===== src/rtl/memory_access_cycle.sv =====
// MEM pipeline stage: issues data-memory loads/stores with a busywait handshake,
// aligns store lanes and load data, and registers the MEM/WB boundary.
module memory_access_cycle #(
  parameter int unsigned TIMEOUT = 255
) (
  input  logic        clk,
  input  logic        rst_n,
  input  logic        RegWriteE,
  input  logic        JtypeE,
  input  logic        MemReadE,
  input  logic        MemWriteE,
  input  logic [31:0] ALUOutE,
  input  logic [31:0] StoreDataE,
  input  logic [5:0]  ALUSelectE,
  input  logic [4:0]  WriteAddressE,
  output logic        mem_read,
  output logic        mem_write,
  output logic [31:0] mem_address,
  output logic [31:0] mem_writedata,
  output logic [3:0]  mem_byteenable,
  input  logic [31:0] mem_readdata,
  input  logic        mem_busywait,
  output logic        StallM,
  output logic        RegWriteM,
  output logic        JtypeM,
  output logic        MemReadM,
  output logic [5:0]  ALUSelectM,
  output logic [4:0]  WriteAddressM,
  output logic [31:0] ALUOutM,
  output logic [31:0] DataMemOutM,
  output logic        MisalignM,
  output logic        MemErrorM
);

  typedef enum logic [1:0] {IDLE, REQ, DONE} state_t;

  typedef struct packed {
    logic        regwrite;
    logic        jtype;
    logic        memread;
    logic [5:0]  alusel;
    logic [4:0]  wraddr;
    logic [31:0] aluout;
    logic [31:0] data;
    logic        misalign;
    logic        memerr;
  } mw_t;

  localparam int unsigned CW      = (TIMEOUT < 2) ? 1 : $clog2(TIMEOUT + 1);
  localparam int unsigned LIMIT_I = (TIMEOUT == 0) ? 0 : TIMEOUT - 1;
  localparam logic [CW-1:0] LIMIT = LIMIT_I[CW-1:0];

  state_t        state;
  logic [CW-1:0] wait_cnt;
  logic [1:0]    off_q;
  logic          load_q;
  logic [31:0]   rdata_q;
  logic          err_q;
  mw_t           mw;

  logic [1:0]  off;
  logic [1:0]  size;
  logic        mem_op;
  logic        aligned;
  logic        access;
  logic [3:0]  be;
  logic [31:0] wdata;
  logic        timeout_hit;
  mw_t         mw_e;

  // NOTE: every signal gets a default at the top of always_comb so no path leaves it unassigned (no latch).
  always_comb begin
    off     = ALUOutE[1:0];
    size    = ALUSelectE[1:0];
    mem_op  = MemReadE | MemWriteE;
    aligned = 1'b0;
    case (size)
      2'b00:   aligned = 1'b1;
      2'b01:   aligned = ~off[0];
      default: aligned = (off == 2'b00);
    endcase
    access = mem_op & aligned;
    be     = 4'b0000;
    if (!MemReadE) begin
      case (size)
        2'b00:   be = 4'b0001 << off;
        2'b01:   be = 4'b0011 << off;
        default: be = 4'b1111;
      endcase
    end
    wdata = StoreDataE << {off, 3'b000};

    mw_e          = '0;
    mw_e.regwrite = RegWriteE;
    mw_e.jtype    = JtypeE;
    mw_e.memread  = MemReadE;
    mw_e.alusel   = ALUSelectE;
    mw_e.wraddr   = WriteAddressE;
    mw_e.aluout   = ALUOutE;
  end

  assign timeout_hit = (TIMEOUT != 0) && (wait_cnt == LIMIT);
  assign StallM      = (state == REQ) || ((state == IDLE) && access);

  // NOTE: sequential state uses non-blocking assignments only; reset is asynchronous, active-low.
  always_ff @(posedge clk or negedge rst_n) begin
    if (!rst_n) begin
      state          <= IDLE;
      wait_cnt       <= '0;
      off_q          <= '0;
      load_q         <= 1'b0;
      rdata_q        <= '0;
      err_q          <= 1'b0;
      mw             <= '0;
      mem_read       <= 1'b0;
      mem_write      <= 1'b0;
      mem_address    <= '0;
      mem_writedata  <= '0;
      mem_byteenable <= '0;
    end else begin
      case (state)
        IDLE: begin
          if (access) begin
            mem_read       <= MemReadE;
            mem_write      <= ~MemReadE;
            mem_address    <= {ALUOutE[31:2], 2'b00};
            mem_writedata  <= wdata;
            mem_byteenable <= be;
            off_q          <= off;
            load_q         <= MemReadE;
            wait_cnt       <= '0;
            mw             <= '0;
            state          <= REQ;
          end else begin
            // A misaligned memory op passes through as a flagged, non-writing instruction.
            mw          <= mw_e;
            mw.regwrite <= RegWriteE & ~mem_op;
            mw.misalign <= mem_op;
          end
        end
        REQ: begin
          mw <= '0;
          if (!mem_busywait) begin
            rdata_q   <= load_q ? (mem_readdata >> {off_q, 3'b000}) : 32'h0;
            err_q     <= 1'b0;
            mem_read  <= 1'b0;
            mem_write <= 1'b0;
            state     <= DONE;
          end else if (timeout_hit) begin
            rdata_q   <= 32'h0;
            err_q     <= 1'b1;
            mem_read  <= 1'b0;
            mem_write <= 1'b0;
            state     <= DONE;
          end else begin
            wait_cnt <= wait_cnt + 1'b1;
          end
        end
        DONE: begin
          mw          <= mw_e;
          mw.regwrite <= RegWriteE & ~err_q;
          mw.data     <= rdata_q;
          mw.memerr   <= err_q;
          wait_cnt    <= '0;
          state       <= IDLE;
        end
        default: begin
          mw    <= '0;
          state <= IDLE;
        end
      endcase
    end
  end

  assign RegWriteM     = mw.regwrite;
  assign JtypeM        = mw.jtype;
  assign MemReadM      = mw.memread;
  assign ALUSelectM    = mw.alusel;
  assign WriteAddressM = mw.wraddr;
  assign ALUOutM       = mw.aluout;
  assign DataMemOutM   = mw.data;
  assign MisalignM     = mw.misalign;
  assign MemErrorM     = mw.memerr;

endmodule


===== config.mk =====
export PLATFORM = sky130hd
export DESIGN_NAME = memory_access_cycle
export DESIGN_NICKNAME = d
export VERILOG_FILES = /design/src/rtl/memory_access_cycle.sv
export SDC_FILE = /design/constraint.sdc
export NUM_CORES = 1
export LEC_CHECK = 0
export BUFFER_PORTS_ARGS = -buffer_cell sky130_fd_sc_hd__buf_2
export CAP_MARGIN = 20
export CORE_ASPECT_RATIO = 0.8
export CORE_MARGIN = 3
export CORE_UTILIZATION = 40
export DETAILED_ROUTE_END_ITERATION = 7
export PLACE_DENSITY = 0.66
export SYNTH_ARGS = -nofsm -noshare
export SYNTH_HDL_FRONTEND = slang
export SYNTH_SLANG_ARGS = --single-unit

===== constraint.sdc =====
create_clock -name clk -period 2.2 [get_ports clk]
set_clock_uncertainty 0.05 [all_clocks]
set_input_delay 0.44 -clock clk [delete_from_list [all_inputs] [get_ports clk]]
set_output_delay 0.44 -clock clk [all_outputs]
set_load 0.005 [all_outputs]

==> metrics.log, run 1 <==
INFO  metric status = complete, no violations
INFO  metric reg2reg_depth = 7
INFO  metric post_synth_inst_count = 719
INFO  metric final_common_cell = buf_2
INFO  metric min_from = ALUOutE[20]
INFO  metric detail_route.iter0.violations = 467
INFO  metric holdWs = around 0.15 ns
INFO  metric port_buffers = 262
INFO  metric timing.max_slew.rel_slack = 0.5415
INFO  metric report.power.total = ~11,000 uW
INFO  metric dp_hpwl = ~15,000 um
INFO  metric critical_path_required = ~1.7 ns
INFO  metric startpoint_type = flop
INFO  metric drt-vias-per-instance = roughly 4.8
INFO  metric htree_num_levels = 4
INFO  metric worst-endpoint-arrival = 1.67 ns
INFO  metric async_reset_ff_frac = 1.000
INFO  metric antenna_violations_before_repair = 0
INFO  metric regArea = roughly 4900 um2
INFO  metric finalWirelength = 21,060 um
INFO  metric synth_area_per_inst = roughly 11 um2
INFO  metric post-route-util = 0.5375
INFO  metric design.final.nets = roughly 1,100
INFO  metric clk_transition_reported_paths = approximately 0.08 ns
INFO  metric synth_warnings = 0
INFO  metric first_pass_grt_wire_length = roughly 33,000 um
INFO  metric synth.distinct_cells = 52
INFO  metric final-setup-viol-count = 0
INFO  metric min_delay_worst_endpoint = mem_address[20]$_DFFE_PN0P_
INFO  metric area.growth.synth_to_final = 29.92%
INFO  metric synth_seq_area_share = 0.6094
INFO  metric die_height = 132.2 um
INFO  metric worst-path-max-fanout = 8
INFO  metric critical_path.reg2reg.endpoint = rdata_q[29]$_DFFE_PN0P_
INFO  metric yosys_register_bits = 194
INFO  metric ys_dominant_reg_cell = dfrtp_1
INFO  metric final.min_clock_period = ~2.2 ns
INFO  metric worst-setup-path-type = flop to output port
INFO  metric tritoncts_num_sinks = about 190
INFO  metric max_cap_violations = 0
INFO  metric clockRootBuffer = clkbuf_16
INFO  metric antenna-diode-count = 0
INFO  metric total_power_density_per_cell_area = 1099 nW/um2
INFO  metric hold-path-cell-count = 3
INFO  metric post_drt_wl_per_cell = about 17 um
INFO  metric cts.path.max_buffers = 2
INFO  metric drc_errors = 0
INFO  metric p_int = approximately 7700 uW
INFO  metric floorplan.core_area = between 15,000 and 20,000 um2
INFO  metric p_seq_frac = 0.441
INFO  metric slew_violations = 0
INFO  metric pwr-share-clk = 0.288
INFO  metric power_switching_share = 0.3235
INFO  metric fill_cells = between 1,500 and 2,000
INFO  metric horiz_die_dim = approximately 160 um
INFO  metric cts_buffers = 17
INFO  metric layout_common_cells = buf_2, dfrtp_1, nand2_1
INFO  metric worstSetupEndpointType = output port
INFO  metric detailroute.via_count = between 6,000 and 7,000
INFO  metric place_inst = about 1,200
INFO  metric gp_congestion = around 0.87
INFO  metric post_route_cells_drive_above_1_share = 0.3417
INFO  metric placement_rows = 45
INFO  metric rrSetupSlack = between 0.2 and 0.3 ns
INFO  metric via_count_of_the_first_global_routing_pass = roughly 5,900
INFO  metric fp.dieArea = roughly 22,000 um2
INFO  metric overflow = 0
INFO  metric tightest_slew = just under 0.7 ns
INFO  metric timing.final.crit_share = 0.9797
INFO  metric design.portCount = 265
INFO  metric netlist_area = 7966 um2
INFO  metric start_util = 0.4137
INFO  metric grt_start_max_net_pins = 91
INFO  metric power.combinational.fraction = 0.271
INFO  metric drt-pass1-iter-count = 4
INFO  metric clock_tree_from_tritoncts = built
INFO  metric clk_latency = between 0.4 and 0.5 ns
INFO  metric net-switching-power = between 3000 and 4000 uW
INFO  metric max_clock_freq = 464.0 MHz
INFO  metric finalHoldViolCount = 0
INFO  metric final_antenna_net_count = 0
INFO  metric grt_use_total = 0.1927
INFO  metric static-leakage-power = 0.005481 uW
INFO  metric post_layout_nonfiller_instances = around 1,300
INFO  metric worst_hold_check_path_type = input port to flop
INFO  metric worst_vdd_ir = about 0.53 mV
INFO  metric synth_enable_flop_cells = 0
INFO  metric multiInputGateArea = approximately 2800 um2
INFO  metric reg2reg_from = wait_cnt[0]$_DFFE_PN0P_
==> synthesized netlist by cell type (4+ instances only) <==
master | number | share of area
buf_1 | 4 | 0.0019
a32o_1 | 8 | 0.010
o2bb2ai_1 | 8 | 0.0088
nor2b_1 | 19 | 0.015
and2_1 | 78 | 0.061
mux2_1 | 4 | 0.0057
inv_1 | 4 | 0.0019
a21oi_1 | 22 | 0.014
buf_6 | 7 | 0.0099
clkbuf_1 | 15 | 0.0071
o31ai_1 | 13 | 0.012
nor3_1 | 4 | 0.0025
o21ai_1 | 6 | 0.0038
o21ai_0 | 22 | 0.014
mux2i_1 | 32 | 0.040
a211o_1 | 8 | 0.0088
dfrtp_1 | 194 | 0.61
a211oi_1 | 8 | 0.0075
buf_2 | 18 | 0.011
nand2_1 | 161 | 0.076
nor2_1 | 23 | 0.011
a22o_1 | 16 | 0.018
buf_4 | 4 | 0.0038
mux2_2 | 4 | 0.0057
==> sequential cells by signal (all words and copies together), names as in the netlist, 2 cells and up <==
signal	count
WriteAddressM	5
mem_byteenable	4
ALUSelectM	6
mem_address	30
DataMemOutM	32
ALUOutM	32
off_q	2
state	2
wait_cnt	8
rdata_q	32
mem_writedata	32
==> worst max-delay path: stages, from the launching register on <==
cell and delay, ns:
dfrtp_2 0.47, a2111o_2 0.54, nand2_1 0.11, buf_2 0.11
==> per-layer routing <==
layer	share of wire	up-vias	global-route usage	routed length (um)
met5	0	-	0	0
met4	0.020	0	0.06153	413
met3	0.081	30	0.05873	1713
met2	0.45	215	0.2903	9523
met1	0.45	2876	0.2673	9412
li1	-	2964	-	-
==> per-stage QoR <==
stage          area (um2)    TNS, ns  setup slack (ns)
2_1_floorplan        7970          0            0.1654
3_3_place_gp         9672          0            0.1370
3_5_place_dp         9672          0           0.09418
4_1_cts             10320          0           0.01786
5_1_grt             10350  -0.003363         -0.003363
6_report            10350          0           0.04468
==> how the worst max path moves through the flow <==
stage | start | endpoint | slack (ns) | cells past startpoint
6_report | state[1]$_DFFE_PN0P_ | StallM | 0.04 | 3
5_1_grt | state[1]$_DFFE_PN0P_ | StallM | -0.003 | 3
4_1_cts | state[1]$_DFFE_PN0P_ | StallM | 0.02 | 3
3_5_place_dp | ALUOutE[0] | mem_byteenable[3]$_DFFE_PN0P_ | 0.09 | 5
3_3_place_gp | ALUOutE[0] | StallM | 0.14 | 5
2_1_floorplan | MemReadE | StallM | 0.17 | 6
==> cells by family after synthesis <==
logic type	Yosys count	synth area share
and+or+nand+nor	302	0.1830
DFF	194	0.6094
AOI/OAI and AO/OA	127	0.1156
buffers and inverters	52	0.03581
muxes	40	0.05152
adders and majority gates	2	0.003141
other	1	0.0004707
xor gates and xnor gates	1	0.001100
==> final cells by class <==
type / count / share of cell area
tap: 258 / 0.03119
clock buffer: 17 / 0.04110
clock inverter: 15 / 0.02043
sequential: 194 / 0.4692
multi-input combinational: 474 / 0.2750
inverter: 4 / 0.001451
timing repair buffer: 297 / 0.1616
==> power groups by stage <==
stage | sequential (uW) | clock [uW] | combinational [uW]
floorplan | 5020 | 0 | 1640
global placement | 5070 | 0 | 3050
detailed placement | 5080 | 0 | 3100
CTS | 5020 | 3370 | 3110
global route | 5130 | 3500 | 3430
finish | 5010 | 3280 | 3090
==> what timing repair did <==
item,CTS,global route
resized for setup,1,0
gates cloned,0,0
setup endpoints to repair,1,1
pin swaps,0,1
hold buffers,1,0
endpoints found under the hold margin,60,0
buffers inserted,0,4
No activity file was read; power rests on OpenSTA's default activity.
==> inputs of run 2 (changes only) <==
Settings changed: ABC_AREA from default to 1, PLACE_DENSITY 0.66 to 0.65.
==> metrics.log, run 2 <==
INFO  metric status = complete, no violations
INFO  metric cts_buffers = 17 (unchanged)
INFO  metric post_layout_nonfiller_instances = 1,432 (+14%)
INFO  metric cts.path.max_buffers = 2 (unchanged)
INFO  metric static-leakage-power = 0.005683 uW (+3.7%)
INFO  metric path_depth = 6 (+3)
INFO  metric timing.critical_path.slowest_cell_delay = 0.47 ns (-0.07 ns)
INFO  metric port_buffers = 262 (unchanged)
INFO  metric clk_latency = 0.44 ns (about the same)
INFO  metric dp_hpwl = 15,740 um (+2.8%)
INFO  metric drt-vias-per-instance = 4.713 (-2.5%)
INFO  metric worst_vdd_ir = 0.4951 mV (-6.8%)
INFO  metric path_cells = nor2_2, nand2_2, nor2_8, clkinv_2, nand2_1, buf_2
INFO  metric htree_num_levels = 4 (unchanged)
INFO  metric die_height = 133.4 um (+0.92%)
INFO  metric worst-endpoint-arrival = 1.59 ns (-0.08 ns)
INFO  metric startpoint_type = flop
INFO  metric max_cap_violations = 0 (unchanged)
INFO  metric design.final.nets = 1,277 (+16%)
INFO  metric synth_top_cell_area_share = 0.5978 (-0.01155)
INFO  metric reg2reg_depth = 7 (unchanged)
INFO  metric detailroute.via_count = 6,749 (+11%)
INFO  metric fp.dieArea = 22,060 um2 (+1.9%)
INFO  metric max_clock_freq = 480.1 MHz (+3.5%)
INFO  metric clk_transition_reported_paths = 0.08 ns (about the same)
INFO  metric path_delay_family = simple AND/OR/NAND/NOR gates
INFO  metric antenna-diode-count = 0 (unchanged)
INFO  metric worst_hold_check_path_type = input port to flop
INFO  metric start_util = 0.4180 (+0.004325)
INFO  metric critical_path_required = 1.71 ns (about the same)
INFO  metric overflow = 0 (unchanged)
INFO  metric synth_seq_area_share = 0.5978 (-0.01155)
INFO  metric synth_area_per_inst = 9.013 um2 (-19%)
INFO  metric place_inst = 1,398 (+14%)
INFO  metric total_power_density_per_cell_area = 1123 nW/um2 (+2.1%)
INFO  metric clockRootBuffer = clkbuf_16
INFO  metric drt-pass1-iter-count = 5 (+1)
INFO  metric layout_common_cells = buf_2, nand2_1, dfrtp_1
INFO  metric slew_violations = 0 (unchanged)
INFO  metric first_pass_grt_wire_length = 34,160 um (+4.7%)
INFO  metric finalHoldViolCount = 0 (unchanged)
INFO  metric final_antenna_net_count = 0 (unchanged)
INFO  metric post_synth_inst_count = 901 (+25%)
INFO  metric clock_tree_from_tritoncts = built
INFO  metric reg2reg_from = state[1]$_DFFE_PN0P_
INFO  metric final_common_cell = buf_2
INFO  metric worst_setup_path_startpoint = state[1]$_DFFE_PN0P_
INFO  metric design.portCount = 265 (unchanged)
INFO  metric synth_warnings = 0 (unchanged)
INFO  metric worst-path-max-fanout = 4 (-4)
INFO  metric post_drt_wl_per_cell = 15.25 um (-8.8%)
INFO  metric area.growth.synth_to_final = 28.37%
INFO  metric crit_slowest_cell = dfrtp_1
INFO  metric regArea = 4855 um2 (about the same)
INFO  metric multiInputGateArea = 2587 um2 (-9.1%)
INFO  metric fill_cells = 1,783 (+1.7%)
INFO  metric post_cts.resized_instances = 0 (-1)
INFO  metric via_count_of_the_first_global_routing_pass = 6,447 (+10%)
INFO  metric antenna_violations_before_repair = 0 (unchanged)
INFO  metric drc_errors = 0 (unchanged)
INFO  metric worstSetupEndpointType = output port
INFO  metric yosys_register_bits = 194 (unchanged)
INFO  metric finalWirelength = 21,840 um (+3.7%)
INFO  metric netlist_area = 8120 um2 (+1.9%)
INFO  metric ys_dominant_reg_cell = dfrtp_1
INFO  metric yosys.area.top_type = dfrtp_1
INFO  metric placement_rows = 45 (unchanged)
INFO  metric synth.most_common_cell = nand2_1
INFO  metric gp_congestion = 0.8777 (+0.79%)
INFO  metric timing.final.crit_share = 0.9468 (-0.03286)
INFO  metric hold-path-cell-count = 3 (unchanged)
INFO  metric floorplan.core_area = 19,420 um2 (+0.88%)
INFO  metric most_frequent_cells_after_synthesis = nand2_1, dfrtp_1, inv_1, nor2_1, nand3_1
INFO  metric worst-setup-path-type = flop to output port
INFO  metric synth.distinct_cells = 33 (-37%)
INFO  metric post_route_cells_drive_above_1_share = 0.3041 (-0.03757)
INFO  metric min_from = ALUSelectE[5]
INFO  metric detail_route.iter0.violations = 646 (+38%)
INFO  metric post_synth_main_area_contributors = dfrtp_1, nand2_1, inv_1
INFO  metric horiz_die_dim = 165.3 um (+0.93%)
INFO  metric grt_start_max_net_pins = 93 (+2.2%)
INFO  metric final-setup-viol-count = 0 (unchanged)
INFO  metric grt_use_total = 0.1966 (+0.003855)
INFO  metric rsz_0062_raised_after_global_routing = no
INFO  metric async_reset_ff_frac = 1.000 (unchanged)
INFO  metric tritoncts_num_sinks = 194 (unchanged)
INFO  metric cp.buffers_inverters = 2 (+1)
INFO  metric synth_enable_flop_cells = 0 (unchanged)
INFO  metric final.min_clock_period = 2.083 ns (-0.07229 ns)
INFO  metric setup_tns = 0 ns (unchanged)
-- run 2: cell types whose count changed after synthesis, moves of 10 or more --
| cell | delta |
|---|---|
| o21ai_2 | +21 |
| o21ai_0 | +40 |
| nor2_1 | +75 |
| inv_1 | +94 |
| o31ai_1 | -13 |
| mux2i_1 | -32 |
| nand3_1 | +66 |
| o21ai_1 | +21 |
| a22o_1 | -16 |
| nand2_1 | +56 |
| and2_1 | -78 |
| a21oi_1 | -10 |
| nor2b_1 | -19 |
-- run 2: cells by family after synthesis --
| group | share of synthesized area |
|---|---|
| and+or+nand+nor | 0.2003 |
| DFF | 0.5978 |
| buffers and inverters | 0.08490 |
| AOI/OAI and AO/OA | 0.1091 |
| xor gates and xnor gates | 0.004315 |
| adders and majority gates | 0.003081 |
| other | 0.0004618 |
-- run 2: worst paths after layout --
check / end / slack (ns)
max in group asynchronous: ALUOutM[2]$_DFF_PN0_ / 1.00
hold reg to reg: mem_address[26]$_DFFE_PN0P_ / 0.43
setup / recovery: StallM / 0.12
setup reg to reg: mem_writedata[22]$_DFFE_PN0P_ / 0.41
min in group asynchronous: rdata_q[8]$_DFFE_PN0P_ / 0.48
hold / removal: ALUSelectM[5]$_DFF_PN0_ / 0.15
-- run 2: stage by stage --
step / power, uW / utilization / hold slack [ns] / cell area [um2] / setup WS [ns]
after floorplan: 6987 / - / 0.09441 / 8124 / 0.3962
after global placement: 8546 / 0.5037 / 0.4085 / 9784 / 0.2695
after detailed placement: 8613 / 0.5037 / 0.4103 / 9784 / 0.2693
after CTS: 11820 / 0.5366 / 0.1303 / 10420 / 0.07790
after global routing: 12480 / 0.5366 / 0.1412 / 10420 / 0.01045
final: 11700 / 0.5366 / 0.1453 / 10420 / 0.1170
-- run 2: worst min-delay path: stages --
cell	delay (ns)
buf_2	0.09
inv_1	0.04
nor2_1	0.03
-- run 2: layout make-up --
class                           count  share of cell area
Timing Repair Buffer              290              0.1578
Multi-Input combinational cell    554              0.2482
Clock inverter                     14             0.01752
Clock buffer                       18             0.04213
Inverter                          104             0.03757
Sequential cell                   194              0.4657
Tap cell                          258             0.03097
-- run 2: repair_timing --
item,4_1_cts,5_1_grt
setup endpoints to repair,1,0
setup buffers,1,0
hold buffers,1,0
endpoints found under the hold margin,52,0
-- run 2: report_power, final --
group / leakage [uW] / internal (uW) / switching, uW
Combinational: 0.00287 / 1420 / 2060
Sequential: 0.00251 / 4570 / 470
Clock: 0.000302 / 1590 / 1600
Total: 0.00568 / 7570 / 4130
-- run 2: layer usage --
metal	vias to the layer above	part of all wire	track usage
met3	27	0.072	0.04538
met5	-	0	0
met1	3147	0.45	0.2783
met4	0	0.018	0.06513
li1	3347	-	-
met2	228	0.46	0.2990
==> inputs of run 3 (changes only) <==
--- a/config.mk
+++ b/config.mk
@@ -9,9 +9,11 @@
 export BUFFER_PORTS_ARGS = -buffer_cell sky130_fd_sc_hd__buf_2
 export CAP_MARGIN = 20
+export CELL_PAD_IN_SITES_DETAIL_PLACEMENT = 1
+export CELL_PAD_IN_SITES_GLOBAL_PLACEMENT = 1
 export CORE_ASPECT_RATIO = 0.8
 export CORE_MARGIN = 3
-export CORE_UTILIZATION = 40
+export CORE_UTILIZATION = 37
 export DETAILED_ROUTE_END_ITERATION = 7
-export PLACE_DENSITY = 0.65
+export PLACE_DENSITY_LB_ADDON = 0.1
 export SYNTH_ARGS = -nofsm -noshare
 export SYNTH_HDL_FRONTEND = slang
==> constraint.sdc (replaced) <==
create_clock -name clk -period 2.2 [get_ports clk]
set_clock_uncertainty 0.05 [all_clocks]
set_input_delay 0.44 -clock clk [delete_from_list [all_inputs] [get_ports clk]]
set_output_delay 0.44 -clock clk [all_outputs]
set_load 0.02 [all_outputs]
==> metrics.log, run 3 (same netlist as run 2, synthesis figures left out) <==
INFO  metric status = complete, no violations
INFO  metric rsz_0062_raised_after_global_routing = no
INFO  metric path_delay_family = flip-flops
INFO  metric startpoint_type = flop
INFO  metric dp_hpwl = 17,980 um (+14%)
INFO  metric max_cap_violations = 0 (unchanged)
INFO  metric final_antenna_net_count = 0 (unchanged)
INFO  metric slew_violations = 0 (unchanged)
INFO  metric layout.cell_area.non_filler = 10,380 um2 (-0.47%)
INFO  metric grt_use_total = 0.2076 (+0.01102)
INFO  metric area.growth.synth_to_final = 27.77%
INFO  metric clock_tree_from_tritoncts = built
INFO  metric post_drt_wl_per_cell = 16.99 um (+11%)
INFO  metric total_power_density_per_cell_area = 1209 nW/um2 (+7.7%)
INFO  metric grt_start_max_net_pins = 93 (unchanged)
INFO  metric worst_hold_check_path_type = input port to flop
INFO  metric layout_common_cells = buf_2, nand2_1, dfrtp_1
INFO  metric final.min_clock_period = 2.072 ns (-0.01071 ns)
INFO  metric overflow = 0 (unchanged)
INFO  metric post_dp_cell_area = 9728 um2 (-0.58%)
INFO  metric floorplan.core_area = 21,110 um2 (+8.7%)
INFO  metric worst_vdd_ir = 0.5043 mV (+1.9%)
INFO  metric drt-vias-per-instance = 4.777 (+1.4%)
INFO  metric worst-endpoint-arrival = 1.58 ns (about the same)
INFO  metric crit_slowest_cell = dfrtp_2
INFO  metric clk_transition_reported_paths = 0.08 ns (about the same)
INFO  metric final-setup-viol-count = 0 (unchanged)
INFO  metric finalHoldViolCount = 0 (unchanged)
INFO  metric static-leakage-power = 0.005646 uW (-0.65%)
INFO  metric start_util = 0.3846 (-0.03340)
INFO  metric design.final.nets = 1,274 (-0.23%)
INFO  metric timing.critical_path.slowest_cell_delay = 0.44 ns (-0.03 ns)
INFO  metric regArea = 4857 um2 (about the same)
INFO  metric fp.dieArea = 23,770 um2 (+7.8%)
INFO  metric final_common_cell = buf_2
INFO  metric tritoncts_num_sinks = 194 (unchanged)
INFO  metric path_cells = nor2_4, nand2_2, nor2_8, clkinv_2, nand2_1, clkbuf_4
INFO  metric holdWs = 0.1442 ns (-0.001078 ns)
INFO  metric finalWirelength = 24,490 um (+12%)
INFO  metric cp.buffers_inverters = 2 (unchanged)
INFO  metric multiInputGateArea = 2592 um2 (+0.19%)
INFO  metric via_count_of_the_first_global_routing_pass = 7,185 (+11%)
INFO  metric clk_latency = 0.44 ns (about the same)
INFO  metric detailroute.via_count = 6,884 (+2.0%)
INFO  metric fill_cells = 2,557 (+43%)
INFO  metric max_clock_freq = 482.6 MHz (+0.52%)
INFO  metric cts.path.max_buffers = 2 (unchanged)
INFO  metric die_height = 138.5 um (+3.8%)
INFO  metric critical_path_required = 1.71 ns (about the same)
INFO  metric worstSetupEndpointType = output port
INFO  metric horiz_die_dim = 171.6 um (+3.8%)
INFO  metric cts_buffers = 17 (unchanged)
INFO  metric setup_tns = 0 ns (unchanged)
INFO  metric gp_congestion = 0.7842 (-11%)
INFO  metric drc_errors = 0 (unchanged)
INFO  metric placement_rows = 47 (+4.4%)
INFO  metric design.portCount = 265 (unchanged)
INFO  metric worst-path-max-fanout = 6 (+2)
INFO  metric timing.final.crit_share = 0.9420 (-0.004870)
INFO  metric port_buffers = 262 (unchanged)
INFO  metric first_pass_grt_wire_length = 38,960 um (+14%)
INFO  metric clockRootBuffer = clkbuf_16
INFO  metric htree_num_levels = 4 (unchanged)
INFO  metric post_route_cells_drive_above_1_share = 0.3032 (-0.0009289)
INFO  metric antenna_violations_before_repair = 1 (+1)
INFO  metric post-route-util = 0.4914 (-0.04518)
INFO  metric detail_route.iter0.violations = 501 (-22%)
INFO  metric drt-pass1-iter-count = 4 (-1)
INFO  metric worst-setup-path-type = flop to output port
## run 3: cell types whose count changed in the layout (fill, tap and decap cells not counted), moves of 2 or more
| cell | change |
|---|---|
| clkinv_4 | +4 |
| inv_6 | -3 |
| buf_12 | -2 |
| clkinv_8 | -2 |
| dfrtp_1 | -2 |
| dfrtp_2 | +2 |
| inv_8 | +2 |
## run 3: final cells by class
class                      instances  share of cell area
clock buffer                      18             0.04137
multi-input combinational        554              0.2499
timing repair buffer             287              0.1542
inverter                         104             0.03775
clock inverter                    14             0.01592
sequential                       194              0.4682
antenna                            1           0.0002412
tap                              269             0.03244
## run 3: path summary, 6_finish.rpt
check,start,endpoint,slack (ns),depth (start not counted)
worst max-delay path,state[1]$_DFFE_PN0P_,StallM,0.13,6
max in group asynchronous,rst_n,mem_address[10]$_DFFE_PN0P_,0.97,3
worst min register to register,mem_address[14]$_DFFE_PN0P_,mem_address[14]$_DFFE_PN0P_,0.43,2
min in group asynchronous,rst_n,WriteAddressM[0]$_DFF_PN0_,0.43,2
worst max register to register,state[1]$_DFFE_PN0P_,mem_writedata[19]$_DFFE_PN0P_,0.39,6
worst min-delay path,WriteAddressE[2],WriteAddressM[2]$_DFF_PN0_,0.14,3
## run 3: power breakdown
part	internal (uW)	switching (uW)
Sequential	4570	476
Combinational	1390	3020
Clock	1530	1550
## run 3: worst min-delay path: stages
cell and delay, ns:
buf_2 0.09, inv_1 0.04, nor2_1 0.03
## run 3: metal layers
metal / share of wire / up-vias / global-route usage
li1: - / 3343 / -
met1: 0.44 / 3315 / 0.2784
met2: 0.48 / 199 / 0.3365
met3: 0.061 / 27 / 0.04909
met4: 0.019 / 0 / 0.06054
met5: 0 / - / 0
## run 3: what timing repair did
item | CTS | global route
setup buffers | 0 | 4
setup endpoints to repair | 1 | 1
pin swaps | 0 | 2
hold endpoints to repair | 33 | 0
gates resized for setup | 1 | 3
hold buffers | 1 | 0
## run 3: stage by stage
stage	worst slack (ns)	total power, uW	cells
floorplan	0.3032	7833	902
CTS	0.01586	12720	1436
global placement	0.2417	9418	1403
finish	0.1277	12550	1441
detailed placement	0.1347	9554	1403
global route	0.01564	13400	1441
